[src/rtl/weight_bram_reader_if.sv]
// Port bundle for weight_bram_reader: the BRAM read port and the weight stream.
// The master side is the reader; the slave side is the BRAM plus the MAC sink.
interface weight_bram_reader_if #(
    parameter int ADDR_W = 5,
    parameter int DATA_W = 16
) ();
    logic [ADDR_W-1:0] BRAM_ADDR;
    logic              BRAM_EN;
    logic              BRAM_WE;
    logic [DATA_W-1:0] BRAM_DO;
    logic [DATA_W-1:0] W_DATA;
    logic              W_VALID;
    logic              W_READY;
    logic              W_LAST;
    logic [ADDR_W-1:0] W_INDEX;

    modport master (
        output BRAM_ADDR, BRAM_EN, BRAM_WE, W_DATA, W_VALID, W_LAST, W_INDEX,
        input  BRAM_DO, W_READY
    );

    modport slave (
        input  BRAM_ADDR, BRAM_EN, BRAM_WE, W_DATA, W_VALID, W_LAST, W_INDEX,
        output BRAM_DO, W_READY
    );
endinterface

[src/rtl/weight_bram_reader.sv]
// Read-side sequencer for one weight BRAM. A START pulse walks addresses
// 0..DEPTH-1 once, pushes each returned word into a 2-entry output FIFO and
// streams it to the MAC on a valid/ready handshake.
// Optional build macro WEIGHT_CHECKSUM_EN adds a per-pass CHECKSUM output.
module weight_bram_reader #(
    parameter int DEPTH  = 28,
    parameter int ADDR_W = 5,
    parameter int DATA_W = 16
) (
    input  logic                CLK,
    input  logic                RST,
    input  logic                START,
    output logic                BUSY,
    output logic                DONE,
`ifdef WEIGHT_CHECKSUM_EN
    output logic [DATA_W-1:0]   CHECKSUM,
`endif
    weight_bram_reader_if.master bus
);

    localparam logic [ADDR_W-1:0] LAST_ADDR = ADDR_W'(DEPTH - 1);

    typedef enum logic [1:0] {
        IDLE,
        FETCH,
        DRAIN
    } state_e;

    // One FIFO slot: the weight plus the tags that travel with it.
    typedef struct packed {
        logic [DATA_W-1:0] data;
        logic [ADDR_W-1:0] index;
        logic              last;
    } entry_t;

    state_e            state_q, state_d;
    logic [ADDR_W-1:0] issue_addr_q, issue_addr_d;
    logic              busy_q, busy_d;
    logic              done_q, done_d;
    logic              done_pend_q, done_pend_d;
    logic              bram_en_q, bram_en_d;
    logic [ADDR_W-1:0] bram_addr_q, bram_addr_d;
    entry_t            ent0_q, ent0_d;   // FIFO head, drives the stream
    entry_t            ent1_q, ent1_d;
    logic [1:0]        count_q, count_d;
`ifdef WEIGHT_CHECKSUM_EN
    logic [DATA_W-1:0] checksum_q, checksum_d;
`endif

    logic   push;
    logic   pop;
    entry_t incoming;

    // The read issued on the previous edge returns its word on this edge.
    assign push = bram_en_q;
    assign pop  = (count_q != 2'd0) && bus.W_READY;

    // Word arriving from the BRAM, tagged with the address it was read from.
    always_comb begin
        incoming.data  = bus.BRAM_DO;
        incoming.index = bram_addr_q;
        incoming.last  = (bram_addr_q == LAST_ADDR);
    end

    // Output FIFO: push/pop bookkeeping, head always in ent0.
    always_comb begin
        // NOTE: every signal gets a default first so no path leaves it unassigned (no latch).
        ent0_d  = ent0_q;
        ent1_d  = ent1_q;
        count_d = count_q;
        case ({push, pop})
            2'b10: begin
                if (count_q == 2'd0) ent0_d = incoming;
                else                 ent1_d = incoming;
                count_d = count_q + 2'd1;
            end
            2'b01: begin
                ent0_d  = ent1_q;
                count_d = count_q - 2'd1;
            end
            2'b11: begin
                // Occupancy unchanged: the new word lands behind whatever stays.
                if (count_q == 2'd1) begin
                    ent0_d = incoming;
                end else begin
                    ent0_d = ent1_q;
                    ent1_d = incoming;
                end
            end
            default: ;
        endcase
    end

    // Sequencer: start/issue/drain control and the registered status outputs.
    always_comb begin
        state_d      = state_q;
        issue_addr_d = issue_addr_q;
        busy_d       = busy_q;
        done_d       = 1'b0;
        done_pend_d  = done_pend_q;
        bram_en_d    = 1'b0;
        bram_addr_d  = bram_addr_q;
`ifdef WEIGHT_CHECKSUM_EN
        checksum_d   = pop ? (checksum_q + ent0_q.data) : checksum_q;
`endif
        case (state_q)
            IDLE: begin
                busy_d = 1'b0;
                // A START coinciding with the DONE pulse is not a new pass.
                if (START && !done_q) begin
                    state_d      = FETCH;
                    issue_addr_d = '0;
                    done_pend_d  = 1'b0;
`ifdef WEIGHT_CHECKSUM_EN
                    checksum_d   = '0;
`endif
                end
            end
            FETCH: begin
                busy_d = 1'b1;
                // Credit: occupancy after this edge already counts the word in flight.
                if (count_d != 2'd2) begin
                    bram_en_d    = 1'b1;
                    bram_addr_d  = issue_addr_q;
                    issue_addr_d = issue_addr_q + ADDR_W'(1);
                    if (issue_addr_q == LAST_ADDR) state_d = DRAIN;
                end
            end
            DRAIN: begin
                busy_d = 1'b1;
                if (done_pend_q) begin
                    done_d      = 1'b1;
                    busy_d      = 1'b0;
                    done_pend_d = 1'b0;
                    state_d     = IDLE;
                end else if (pop && ent0_q.last) begin
                    done_pend_d = 1'b1;
                end
            end
            default: state_d = IDLE;
        endcase
    end

    // State register; reset abandons any pass and drops the word in flight.
    always_ff @(posedge CLK or posedge RST) begin
        if (RST) begin
            state_q      <= IDLE;
            issue_addr_q <= '0;
            busy_q       <= 1'b0;
            done_q       <= 1'b0;
            done_pend_q  <= 1'b0;
            bram_en_q    <= 1'b0;
            bram_addr_q  <= '0;
            // NOTE: FIFO storage is reset as well, so W_DATA/W_INDEX/W_LAST read 0 out of reset.
            ent0_q       <= '0;
            ent1_q       <= '0;
            count_q      <= 2'd0;
`ifdef WEIGHT_CHECKSUM_EN
            checksum_q   <= '0;
`endif
        end else begin
            // NOTE: non-blocking so every flop samples the pre-edge values.
            state_q      <= state_d;
            issue_addr_q <= issue_addr_d;
            busy_q       <= busy_d;
            done_q       <= done_d;
            done_pend_q  <= done_pend_d;
            bram_en_q    <= bram_en_d;
            bram_addr_q  <= bram_addr_d;
            ent0_q       <= ent0_d;
            ent1_q       <= ent1_d;
            count_q      <= count_d;
`ifdef WEIGHT_CHECKSUM_EN
            checksum_q   <= checksum_d;
`endif
        end
    end

    assign BUSY          = busy_q;
    assign DONE          = done_q;
    assign bus.BRAM_EN   = bram_en_q;
    assign bus.BRAM_ADDR = bram_addr_q;
    assign bus.BRAM_WE   = 1'b0;
    assign bus.W_VALID   = (count_q != 2'd0);
    assign bus.W_DATA    = ent0_q.data;
    assign bus.W_INDEX   = ent0_q.index;
    assign bus.W_LAST    = ent0_q.last;
`ifdef WEIGHT_CHECKSUM_EN
    assign CHECKSUM      = checksum_q;
`endif

endmodule
[src/flat_wrapper.sv]
// flat-port wrapper written by rule: the top's interface ports become plain ports
module weight_bram_reader_flat 
#(
    parameter int DEPTH  = 28,
    parameter int ADDR_W = 5,
    parameter int DATA_W = 16
)
  (CLK, RST, START, BUSY, DONE, bus_BRAM_ADDR, bus_BRAM_EN, bus_BRAM_WE, bus_W_DATA, bus_W_VALID, bus_W_LAST, bus_W_INDEX, bus_BRAM_DO, bus_W_READY);
  weight_bram_reader_if #(.ADDR_W(ADDR_W), .DATA_W(DATA_W)) bus_i ();
  input  logic CLK;
  input  logic RST;
  input  logic START;
  output logic BUSY;
  output logic DONE;
  output wire logic [$bits(bus_i.BRAM_ADDR)-1:0] bus_BRAM_ADDR;
  output wire logic [$bits(bus_i.BRAM_EN)-1:0] bus_BRAM_EN;
  output wire logic [$bits(bus_i.BRAM_WE)-1:0] bus_BRAM_WE;
  output wire logic [$bits(bus_i.W_DATA)-1:0] bus_W_DATA;
  output wire logic [$bits(bus_i.W_VALID)-1:0] bus_W_VALID;
  output wire logic [$bits(bus_i.W_LAST)-1:0] bus_W_LAST;
  output wire logic [$bits(bus_i.W_INDEX)-1:0] bus_W_INDEX;
  input wire logic [$bits(bus_i.BRAM_DO)-1:0] bus_BRAM_DO;
  input wire logic [$bits(bus_i.W_READY)-1:0] bus_W_READY;
  assign bus_BRAM_ADDR = bus_i.BRAM_ADDR;
  assign bus_BRAM_EN = bus_i.BRAM_EN;
  assign bus_BRAM_WE = bus_i.BRAM_WE;
  assign bus_W_DATA = bus_i.W_DATA;
  assign bus_W_VALID = bus_i.W_VALID;
  assign bus_W_LAST = bus_i.W_LAST;
  assign bus_W_INDEX = bus_i.W_INDEX;
  assign bus_i.BRAM_DO = bus_BRAM_DO;
  assign bus_i.W_READY = bus_W_READY;
  weight_bram_reader #(.DEPTH(DEPTH), .ADDR_W(ADDR_W), .DATA_W(DATA_W)) u_core (.CLK(CLK), .RST(RST), .START(START), .BUSY(BUSY), .DONE(DONE), .bus(bus_i));
endmodule
[config.mk]
export PLATFORM = sky130hd
export DESIGN_NAME = weight_bram_reader_flat
export DESIGN_NICKNAME = d
export VERILOG_FILES = /design/src/rtl/weight_bram_reader_if.sv /design/src/rtl/weight_bram_reader.sv /design/src/flat_wrapper.sv
export SDC_FILE = /design/constraint.sdc
export NUM_CORES = 1
export LEC_CHECK = 0
export CORE_ASPECT_RATIO = 1.25
export CORE_MARGIN = 1.5
export CORE_UTILIZATION = 33
export CTS_CLUSTER_DIAMETER = 80
export DETAILED_ROUTE_END_ITERATION = 10
export GPL_TIMING_DRIVEN = 0
export PLACE_DENSITY = 0.65
export SETUP_SLACK_MARGIN = 0.2
export SKIP_CTS_REPAIR_TIMING = 1
export SLEW_MARGIN = 20
export SYNTH_ARGS = -nofsm -noshare
export SYNTH_HDL_FRONTEND = slang
export SYNTH_SLANG_ARGS = --single-unit
[constraint.sdc]
create_clock -name CLK -period 6.9 [get_ports CLK]
set_input_delay 1.035 -clock CLK [delete_from_list [all_inputs] [get_ports CLK]]
set_output_delay 1.035 -clock CLK [all_outputs]
set_load 0.02 [all_outputs]
Word-level counts from Yosys, hierarchy flattened
Index checks and enable logic that the tools add are counted.

Bits in registers: 62. Input port bits: 20. Output and inout port bits: 32. Logic and storage cells: 76.

Add/subtract/negate cells: 3. Eq/ne operators: 16. Mux-type cells: 25. Reduce and logical (&&, ||, !) cells: 18.

Operators with widths (count): $mux 22 (4); $pmux 22 s3 (1); $pmux 22 s2 (1); $eq 5x5->1 const B (2); $mux 5 (2); $ne 2x1->1 const B (5); $pmux 5 s2 (1); $mux 1 (8); $mux 2 (4); $reduce_bool 2->1 (4); $eq 2x1->1 const B (3); $eq 2x2->1 const B (3); $ne 2x2->1 const B (3); $pmux 2 s3 (1); $reduce_and 2->1 (3); $reduce_and 3->1 (2); $reduce_bool 3->1 (2); $add 5x1->5 const B (1); $logic_not 2->1 (2); $pmux 2 s2 (1); $reduce_and 4->1 (1); $logic_and 1x1->1 (3); $pmux 1 s3 (1); $add 2x1->2 const B (1); other kinds (3) (3).

Longest topological paths before layout
Depth after elaboration: 7. Gate-level depth with buffers: 10. Mapped depth without buffers: 10.

Worst setup path after synthesis
No wires, ideal clock.

Path kind: input to register. From: input bus_W_READY. To: register u_core.issue_addr_q[3]. Library setup time: 121 ps. Arrival: 2646 ps. Required time: 6779 ps. Path slack: 4133 ps. Stages: 7. Path buffers: 0. Cell sequence: nor2b_1 -> ha_1 -> or2_1 -> o21ai_4 -> o2111ai_1 -> mux2_1 -> a22o_1.

Cells in the longest elaborated chain, start to end: 6. Elaborated cells between the ends (all ways): 7. Those cells by class: eq/ne: 4; mux: 1; reduce/logical: 2.

RTL lines: from (decl) (RTL line flat_wrapper.sv:23) `input wire logic [$bits(bus_i.W_READY)-1:0] bus_W_READY;`; $logic_and 1x1->1 (*) (RTL line weight_bram_reader.sv:56) `assign pop = (count_q != 2'd0) && bus.W_READY;`; $eq 2x1->1 / $eq 2x2->1 (equally long branches) (RTL line weight_bram_reader.sv:71) `case ({push, pop})`; $pmux 2 s2 (*) (RTL line weight_bram_reader.sv:71); net u_core.count_d[0] (RTL line weight_bram_reader.sv:45) `logic [1:0] count_q, count_d;`; $ne 2x2->1 (*) (RTL line weight_bram_reader.sv:122) `if (count_d != 2'd2) begin`; $ne 2x1->1 (no line) (*); $reduce_and 3->1 (no line) (*); to (signal assigned) (RTL line weight_bram_reader.sv:164) `issue_addr_q <= issue_addr_d;`; to (decl) (RTL line weight_bram_reader.sv:37) `logic [ADDR_W-1:0] issue_addr_q, issue_addr_d;`.

Mark *: on every way through the listed nets, which the timed path passes. The rest lies on a longest branch. A chain may end at the register's enable or synchronous reset.

Worst setup path in the final report
From: input bus_W_READY. To: register u_core.state_q[0].

Cells in the longest elaborated chain, start to end: 6. Elaborated cells between the ends (all ways): 7. Those cells by class: eq/ne: 4; mux: 1; reduce/logical: 2.

RTL lines: $logic_and 1x1->1 (*) (RTL line weight_bram_reader.sv:56); $eq 2x1->1 / $eq 2x2->1 (equally long branches) (RTL line weight_bram_reader.sv:71); $pmux 2 s2 (*) (RTL line weight_bram_reader.sv:71); net u_core.count_d[0] (RTL line weight_bram_reader.sv:45); $ne 2x2->1 (*) (RTL line weight_bram_reader.sv:122); $ne 2x1->1 (no line) (*); $reduce_and 4->1 (no line) (*); to (signal assigned) (RTL line weight_bram_reader.sv:163) `state_q <= state_d;`; to (decl) (RTL line weight_bram_reader.sv:36) `state_e state_q, state_d;`.

Marked as above.

==> results.cfg <==
[run_status]
status = finished, final reports clean

[clock_network]
cts_root_buffer = clkbuf_8
clkLatencyLatePin_ns = 0.34
cts.clk_slew.worst_paths_ns = 0.06
h-tree-depth = 3
cts_tree = yes
cts.sinks = 62
numCtsBuffers = 9
clockBufferDepth = 2

[synth]
syn_avg_cell_area_um2 = 11.3
ys_seq_elements = 62
synth_area_um2 = 2880
async_reset_ff_frac = 1.00
synthCells = 254
yosysUniqueCellTypes = 36
synthMuxAreaShare = 0.132
synth_compound_area_frac = 0.157
syn_nets = 285
yosysWarningCount = 0
synth_xor_area_frac = 0
ys.flop_type = dfrtp_1
synthAdderAreaFrac = 0.0478
synth_edf_count = 0
synth_simple_gate_area_share = 0.0721
ys_seq_area_frac = 0.539
synth_top_family_by_area = compound AO/OA/AOI/OAI gates

[global_route]
antenna_found_initial = 0
grt_max_degree = 34
grt_overflow = 0
grt_usage = 0.144
grt_pass1_vias = 2109
grt_first_pass_wirelength_um = 10300

[floorplanning]
die_w_um = 86.5
die-area_um2 = 9300
initial_core_util = 0.345
num_rows = 37
num_io_pins = 52
core_area_um2 = 8330
die_h_um = 107

[timing]
fin_crit_ns = 3.08
worst_pin_slew_ns = 0.610
hold_viol = 0
fin_tns_setup_ns = 0
setup-violations-final = 0
finClkSkew_ns = 0.00988
timing.final.ws_setup_ns = 3.82
finalCritPeriodShare = 0.446
slew_viol_final = 0
max_freq_mhz = 325
relSlewSlack = 0.589
rsz0062_at_grt = false

[detailed_routing]
detail-route-antenna-nets = 0
drt_wl_total_um = 6110
num_vias = 2077
wire_per_inst_um = 14.6
post_drt_via_cell_ratio = 4.97
drc = 0
firstDrtPassIters = 4
first_iter_violations = 64

[layout]
nets = 347
fin_cells = 418
fillCellCount = 789
diodes = 0
synthToLayoutAreaGrowth_pct = 30.5
finish.utilization = 0.451
drive_gt1_frac = 0.178

[critical_path]
start_kind = primary input
rrSetupSlack_ns = 4.28
required_ns = 7.12
end_kind = flop
crit_type = in -> reg
crit_arrival_ns = 3.30
path_max_fanout = 6

[hold_path]
worstHoldPathType = reg -> reg

[power]
leakage_nw = 1.75
pwr_density_cell_nw_per_um2 = 210
peakVddDrop_v = 0.0000844
total_power_w = 0.000788

[placement]
dp_slack_ns = 3.46
dpl.hpwl_um = 4250
globalplace.congestion = 0.725
io_buffer_count = 50
place_inst = 402

[job]
drv_cap = 0
## state kept, by name, indices dropped and copies added (netlist names)
register and cells:
u_core.bus.W_INDEX 5, u_core.bus.BRAM_EN 1, u_core.issue_addr_q 5, u_core.ent1_q 22, u_core.DONE 1, u_core.state_q 2, u_core.bus.W_LAST 1, u_core.BUSY 1
u_core.bus.W_DATA 16, u_core.bus.BRAM_ADDR 5, u_core.count_q 2, u_core.done_pend_q 1
## logic make-up after synthesis
family,count (synthesis)
adders and majority gates,11
buffers and inverters,32
DFF,62
muxes,33
AOI/OAI and AO/OA,69
and+or+nand+nor,46
other,1
## through the flow
| stage | cell area (µm²) | hold WS (ns) |
|---|---|---|
| 6_report | 3760 | 0.481 |
| 5_1_grt | 3760 | 0.502 |
| 4_1_cts | 3760 | 0.485 |
| 3_5_place_dp | 3520 | 0.471 |
| 3_3_place_gp | 3500 | 0.460 |
| 2_1_floorplan | 2880 | 0.471 |
## final timing paths
kind,endpoint,cells after the start,startpoint
max,u_core.state_q[0],8,bus_W_READY
min,u_core.bus.W_DATA[14],2,u_core.bus.W_DATA[14]
max reg2reg,u_core.state_q[0],9,u_core.count_q[1]
min reg2reg,u_core.bus.W_DATA[14],2,u_core.bus.W_DATA[14]
max in group asynchronous,u_core.ent1_q[18],3,RST
min in group asynchronous,u_core.ent1_q[8],2,RST
## placed cells by master, fill, tap and decap left out, types with 2 or more instances in the layout
master,instances
dfrtp_1,62
clkdlybuf4s50_1,50
nand2_1,30
o21ai_0,30
mux2_2,28
a22oi_1,21
inv_1,14
clkbuf_8,12
ha_1,11
clkbuf_1,10
buf_4,6
nor2_1,4
a22o_1,4
a21oi_1,3
nor2b_1,3
buf_2,2
nand2b_1,2
mux2i_1,2
o21a_1,2
mux2_1,2
bufinv_16,2
## critical path, stage by stage
cell	delay, ns
clkdlybuf4s50_1	0.47
nor2b_1	0.26
ha_1	0.34
or2_1	0.29
o21ai_4	0.23
o21ai_0	0.16
a21oi_1	0.17
mux2_2	0.34
## Yosys cell counts, drive strengths merged (3+ instances only)
cell,n,area (µm²)
nand2,31,119
dfrtp,62,1550
a22oi,21,158
inv,15,56.3
buf,8,55.1
ha,11,138
a21oi,3,15.0
nor2,4,15.0
clkbuf,9,33.8
mux2i,3,42.5
a22o,4,35.0
o21ai,32,171
mux2,30,338
nor2b,3,18.8
## power breakdown
part	total, W	switching (W)	internal (W)
clock	0.000370	0.000137	0.000233
sequential	0.000371	0.00000295	0.000369
combinational	0.0000462	0.0000224	0.0000237
total	0.000788	0.000163	0.000625
## area by class of cell
type	count	area (µm²)	area share
sequential	62	1550	0.413
multi-input combinational	160	1180	0.315
timing repair buffer	51	520	0.139
clock buffer	13	169	0.0450
tap	97	121	0.0323
buffer	17	88.8	0.0236
clock inverter	3	65.1	0.0173
inverter	15	58.8	0.0157
## routing by layer
metal / GRT usage / wire (µm) / up-vias
met1: 0.182 / 2800 / 1010
met4: 0.0622 / 102 / 0
met2: 0.232 / 2970 / 38
met5: 0 / 0 / -
met3: 0.0345 / 233 / 11
li1: - / - / 1018
Power figures use the tool's default switching activity.
==> RTL edit 1: new RTL, same flow settings <==
Make the reset (`RST`) synchronous in one clocked block.
--- a/src/rtl/weight_bram_reader.sv
+++ b/src/rtl/weight_bram_reader.sv
@@ -142,7 +142,7 @@
     end
 
     // State register; reset abandons any pass and drops the word in flight.
-    always_ff @(posedge CLK or posedge RST) begin
+    always_ff @(posedge CLK) begin
         if (RST) begin
             state_q      <= IDLE;
             issue_addr_q <= '0;
Function: differs if RST is asserted again (counterexample within 4 cycles, from zero or initial values and one cycle with RST high); with RST held inactive, the same outputs for 10 cycles.
==> RTL edit 1 against the unedited design <==
Register-to-register slack better by 0.03 ns. Core utilization hardly changed. Highest routed layer unchanged. Final area is 4.9% lower. Worst setup slack worse by 0.023 ns. Sequential cell count stayed put. Wire length is 2.3% higher. Area after synthesis is 5.2% lower. Critical path depth is 1 higher. Clock skew is 0.0014 ns higher. First-iteration DRC count is 94% higher. Sequential share of layout area is 6.5 points lower.
Power is not compared: it rests on default switching activity, and its combinational part moved more than twofold at a synthesized area within 25%.
==> RTL edit 1: results (changes against the unedited design) <==
| Metric | Value |
|---|---|
| Met1 wire length | `2790 um (-0.29%)` |
| Sequential share of cell area | `34.7% (-6.5 points)` |
| Fraction of area in multi-input gates | `37.6% (+6.1 points)` |
| Top FF cell, synth | `dfxtp_1` |
| Final Non-Filler Cells | `456 (+9.1%)` |
| Status | `completed` |
| Hpwl dp | `4520 um (+6.3%)` |
| Post-Syn Nets | `326 (+14%)` |
| DR iter-0 viols | `124 (+94%)` |
| Worst Hold End | `u_core.DONE$_SDFF_PP0_` |
| Sequential Power Share | `between 30% and 40%` |
| Antenna violations before repair | `0 (unchanged)` |
| Worst-skew pair later-pin latency | `0.35 ns` |
| Cts bufs inserted | `9 (unchanged)` |
| Layout cells sized above 1 | `8.31% (-9.4 points)` |
| Leading post-synthesis cells by cell area | `dfxtp_1, mux2i_1, nor2_1` |
| Hold_ws | `0.457 ns (-0.0239 ns)` |
| Placer congestion estimate | `0.779 (+7.5%)` |
| FF+latch count | `62 (unchanged)` |
| FF-to-FF Start | `u_core.count_q[0]$_SDFF_PP0_` |
| Max Slew Vio Count | `0 (unchanged)` |
| R2R Setup Slk | `4.31 ns (+0.03 ns)` |
| Worst vdd ir | `0.251 mV` |
| WL met3 | `289 um (+24%)` |
| Arrival @ worst endpoint | `3.33 ns (+0.03 ns)` |
| Async SR Flop Fraction | `0% (-100 points)` |
| Worst path top cell family by delay | `compound AO/OA/AOI/OAI gates` |
| CLK BUF | `10 (-3)` |
| Multi-input comb cells | `201 (+26%)` |
| Slowest cell delay on critical path | `0.45 ns (-0.02 ns)` |
| Synth Instances | `295 (+16%)` |
| Signal inverters | `8 (-7)` |
| Hold_sp | `u_core.done_pend_q$_SDFFE_PP0P_` |
| CTS HTree Levels | `3 (unchanged)` |
| First-pass GRT wire length | `10400 um (+0.40%)` |
| Skew final | `0.0113 ns (+0.00137 ns)` |
| Placed Cells | `440 (+9.5%)` |
| Avg WL per Cell | `13.7 um (-6.2%)` |
| Post-synth top cells | `dfxtp_1, nor2_1, mux2i_1, a211oi_1, a22oi_1` |
| ClkCell Share | `6.23% (+0.0076 points)` |
| # diodes | `0 (unchanged)` |
| R2R Path End | `u_core.issue_addr_q[3]$_SDFFE_PP0P_` |
| Vias in the first global route | `2152 (+2.0%)` |
| Fillers | `775 (-1.8%)` |
| FF-to-FF path depth | `10 (+1)` |
| Post-synthesis sequential area ratio | `45.5% (-8.4 points)` |
| Clk pin slew, worst setup/hold paths | `approximately 0.070 ns` |
| Internal power | `~0.97 mW` |
| Via Count | `2269 (+9.2%)` |
| Seq pwr | `0.511 mW` |
| Cell Area, Placed | `3350 um^2 (-4.9%)` |
| Gr usage total | `14.8% (+0.47 points)` |
| Metal2 WL | `3090 um (+3.8%)` |
| Max FO, Critical Path | `10 (+4)` |
| Nets@finish | `387 (+12%)` |
| Largest net degree at the start of global routing | `12 (-65%)` |
| Max_slew headroom | `64.7% (+5.8 points)` |
| Signal buffers | `74 (+8.8%)` |
| Fraction of cell area in non-clock buffers | `17.3% (+1.1 points)` |
## RTL edit 1: cell types whose count changed in the layout (fill, tap and decap cells not counted), moves of 22 or more
cell,unedited run,this run
mux2_2,28,0
o21ai_0,30,2
nor2_1,4,59
dfrtp_1,62,0
a211oi_1,0,22
dfxtp_1,0,62
mux2i_1,2,30
## RTL edit 1: worst max-delay path by stage
stage,start,endpoint,slack (ns),depth (start not counted)
after floorplan,bus_W_READY,u_core.issue_addr_q[3]$_SDFFE_PP0P_,4.14,7
after global placement,bus_W_READY,u_core.bus.BRAM_ADDR[1]$_SDFFE_PP0P_,3.44,9
after detailed placement,bus_W_READY,u_core.bus.BRAM_ADDR[0]$_SDFFE_PP0P_,3.42,9
after CTS,bus_W_READY,u_core.bus.BRAM_ADDR[0]$_SDFFE_PP0P_,3.79,9
after global routing,bus_W_READY,u_core.bus.BRAM_ADDR[1]$_SDFFE_PP0P_,3.62,9
final,bus_W_READY,u_core.issue_addr_q[3]$_SDFFE_PP0P_,3.80,9
## RTL edit 1: routing by layer
metal  vias to the layer above  GRT usage, %
li1                       1155             -
met1                      1062          18.3
met2                        46          24.2
met3                         6          4.34
met4                         0          5.88
met5                         -             0
## RTL edit 1: per-stage QoR
stage	setup WS [ns]	utilization [%]
final	3.80	45.1
after global routing	3.62	45.1
after CTS	3.79	45.1
after detailed placement	3.42	42.3
after global placement	3.44	42.3
after floorplan	4.14	-
## RTL edit 1: cell families after synthesis
logic type      after synthesis  share of synthesized area (%)
flops                        62                           45.5
fa+ha+maj                    11                           5.04
compound gates               64                           17.3
other cells                   1                          0.137
mux                          30                           11.0
buf+inv                      32                           5.36
simple gates                 95                           15.7
## RTL edit 1: tightest hold or removal path: stages, from the launching register on
cell	delay, ns
dfxtp_1	0.33
nand2_1	0.06
nor2_1	0.03
==> RTL edit 2: new RTL, same settings <==
Made on the original files. `DATA_W` is set to 16 in 3 places; all go to 12.
--- a/src/rtl/weight_bram_reader_if.sv
+++ b/src/rtl/weight_bram_reader_if.sv
@@ -2,7 +2,7 @@
 // The master side is the reader; the slave side is the BRAM plus the MAC sink.
 interface weight_bram_reader_if #(
     parameter int ADDR_W = 5,
-    parameter int DATA_W = 16
+    parameter int DATA_W = 12
 ) ();
     logic [ADDR_W-1:0] BRAM_ADDR;
     logic              BRAM_EN;
--- a/src/rtl/weight_bram_reader.sv
+++ b/src/rtl/weight_bram_reader.sv
@@ -5,7 +5,7 @@
 module weight_bram_reader #(
     parameter int DEPTH  = 28,
     parameter int ADDR_W = 5,
-    parameter int DATA_W = 16
+    parameter int DATA_W = 12
 ) (
     input  logic                CLK,
     input  logic                RST,
--- a/src/flat_wrapper.sv
+++ b/src/flat_wrapper.sv
@@ -3,7 +3,7 @@
 #(
     parameter int DEPTH  = 28,
     parameter int ADDR_W = 5,
-    parameter int DATA_W = 16
+    parameter int DATA_W = 12
 )
   (CLK, RST, START, BUSY, DONE, bus_BRAM_ADDR, bus_BRAM_EN, bus_BRAM_WE, bus_W_DATA, bus_W_VALID, bus_W_LAST, bus_W_INDEX, bus_BRAM_DO, bus_W_READY);
   weight_bram_reader_if #(.ADDR_W(ADDR_W), .DATA_W(DATA_W)) bus_i ();
Ports: changed (resized bus_BRAM_DO and bus_W_DATA); port bits go from 52 to 44. The function was not compared with the original's and may differ.
==> RTL edit 2 against the unedited design <==
Area after synthesis fell by 9.0%. Wire length fell by 15%. Worst setup slack got worse by 0.076 ns. Worst hold slack improved by 0.0015 ns. Final area fell by 13%. Sequential cell count fell by 8. Largest cell class unchanged.
Power is not compared: it rests on default switching activity, and its combinational part moved more than twofold at a synthesized area within 25%.
==> RTL edit 2: results (changes against the unedited design) <==
| Metric | Value |
|---|---|
| DR iter-0 viols | `92 (+44%)` |
| FF-to-FF path depth | `8 (-1)` |
| Nets@finish | `316 (-8.9%)` |
| R2R Setup Slk | `4.24 ns (-0.04 ns)` |
| Worst Hold End | `u_core.bus.W_DATA[9]$_DFFE_PP0P_` |
| Post-Syn Nets | `267 (-6.3%)` |
| Worst path top cell family by delay | `buffers and inverters` |
| Largest net degree at the start of global routing | `55 (+62%)` |
| Avg WL per Cell | `13.5 um (-7.8%)` |
| Placer congestion estimate | `0.824 (+14%)` |
| I/O Buffers | `42 (-16%)` |
| CTS HTree Levels | `2 (-1)` |
| Max_slew headroom | `55.6% (-3.3 points)` |
| Post-synthesis sequential area ratio | `51.6% (-2.3 points)` |
| Post-synth top cells | `dfrtp_1, nand2_1, o21ai_0, mux2_2, a22oi_1` |
| Average size of a mapped cell | `10.9 um^2 (-3.7%)` |
| Status | `completed` |
| R2R Path End | `u_core.ent1_q[4]$_DFFE_PP0P_` |
| Max FO, Critical Path | `10 (+4)` |
| Max reg flops | `18 (-18%)` |
| Worst-skew pair later-pin latency | `0.30 ns (-0.04 ns)` |
| Layout cells sized above 1 | `15.9% (-1.8 points)` |
| Hold_sp | `u_core.bus.W_DATA[9]$_DFFE_PP0P_` |
| Skew final | `0.00989 ns (+0.00000772 ns)` |
| Worst-path cell with the longest stage delay | `o211ai_2` |
| First-pass GRT wire length | `8490 um (-18%)` |
| Via Count | `1908 (-8.1%)` |
| Netlist cell types | `38 (+5.6%)` |
| Clk pin slew, worst setup/hold paths | `0.09 ns (+0.03 ns)` |
| Hpwl dp | `3780 um (-11%)` |
| Cts bufs inserted | `5 (-4)` |
| Root buf cell | `clkbuf_8` |
-- RTL edit 2: cell count changes after synthesis, sizes merged, moves of 4 or more --
cell,change
dfrtp,-8
mux2,-6
o21ai,-6
a211oi,+4
a22o,-4
nand2,-4
nand4,+4
o211ai,+4
-- RTL edit 2: final cells by class --
cell class | instances | area (um^2)
fillers | 767 | 4470
flip-flops and latches | 54 | 1350
multi-input cells | 154 | 1120
repair buffers | 42 | 420
well taps | 95 | 119
plain buffers | 16 | 83.8
clock buffers | 6 | 82.6
inverters | 16 | 62.6
clock inverters | 1 | 30.0
-- RTL edit 2: worst max path at each step --
stage | from | endpoint | slack [ns] | depth (start not counted)
floorplan | bus_W_READY | u_core.state_q[0]$_DFFE_PP0P_ | 4.10 | 6
global placement | bus_W_READY | u_core.ent1_q[9]$_DFFE_PP0P_ | 3.40 | 7
detailed placement | bus_W_READY | u_core.ent1_q[7]$_DFFE_PP0P_ | 3.42 | 7
CTS | bus_W_READY | u_core.ent1_q[4]$_DFFE_PP0P_ | 3.74 | 7
global route | bus_W_READY | u_core.bus.W_INDEX[3]$_DFFE_PP0P_ | 3.59 | 8
finish | bus_W_READY | u_core.ent1_q[4]$_DFFE_PP0P_ | 3.74 | 7
-- RTL edit 2: metal layers --
layer	routed length, um	GRT usage (%)
met1	2260	15.6
met2	2630	22.7
met3	204	3.19
met4	78	4.87
met5	0	0
-- RTL edit 2: logic make-up (layout without fill, tap and decap cells) --
family	after synthesis	in the layout	synth area share (%)
AO/OA/AOI/OAI	68	68	17.4
flip-flops	54	54	51.6
AND/OR/NAND/NOR	49	49	8.74
buffers and inverters	32	81	5.49
multiplexers	25	25	11.3
adder cells (fa/ha/maj)	11	11	5.26
other	1	1	0.143
-- RTL edit 2: stage by stage --
stage | util, % | area, um^2 | hold slack, ns | setup WS, ns
global route | 42.2 | 3270 | 0.518 | 3.59
detailed placement | 40.8 | 3160 | 0.469 | 3.42
finish | 42.2 | 3270 | 0.482 | 3.74
floorplan | - | 2620 | 0.451 | 4.10
CTS | 42.2 | 3270 | 0.491 | 3.74
global placement | 40.8 | 3160 | 0.461 | 3.40
-- RTL edit 2: power groups by stage --
| stage | Sequential (mW) | Combinational (mW) | Clock (mW) |
|---|---|---|---|
| final | 0.506 | 0.738 | 0.213 |
| after global routing | 0.522 | 0.822 | 0.229 |
| after CTS | 0.507 | 0.748 | 0.218 |
| after detailed placement | 0.514 | 0.745 | 0 |
| after global placement | 0.507 | 0.732 | 0 |
| after floorplan | 0.550 | 0.469 | 0 |
-- RTL edit 2: worst reg2reg max path, stage by stage, from the launching register on --
cell	delay, ns
dfrtp_1	0.39
inv_1	0.08
ha_1	0.22
nor2b_1	0.30
inv_1	0.11
ha_1	0.23
o211ai_2	0.48
buf_2	0.37
mux2_2	0.37
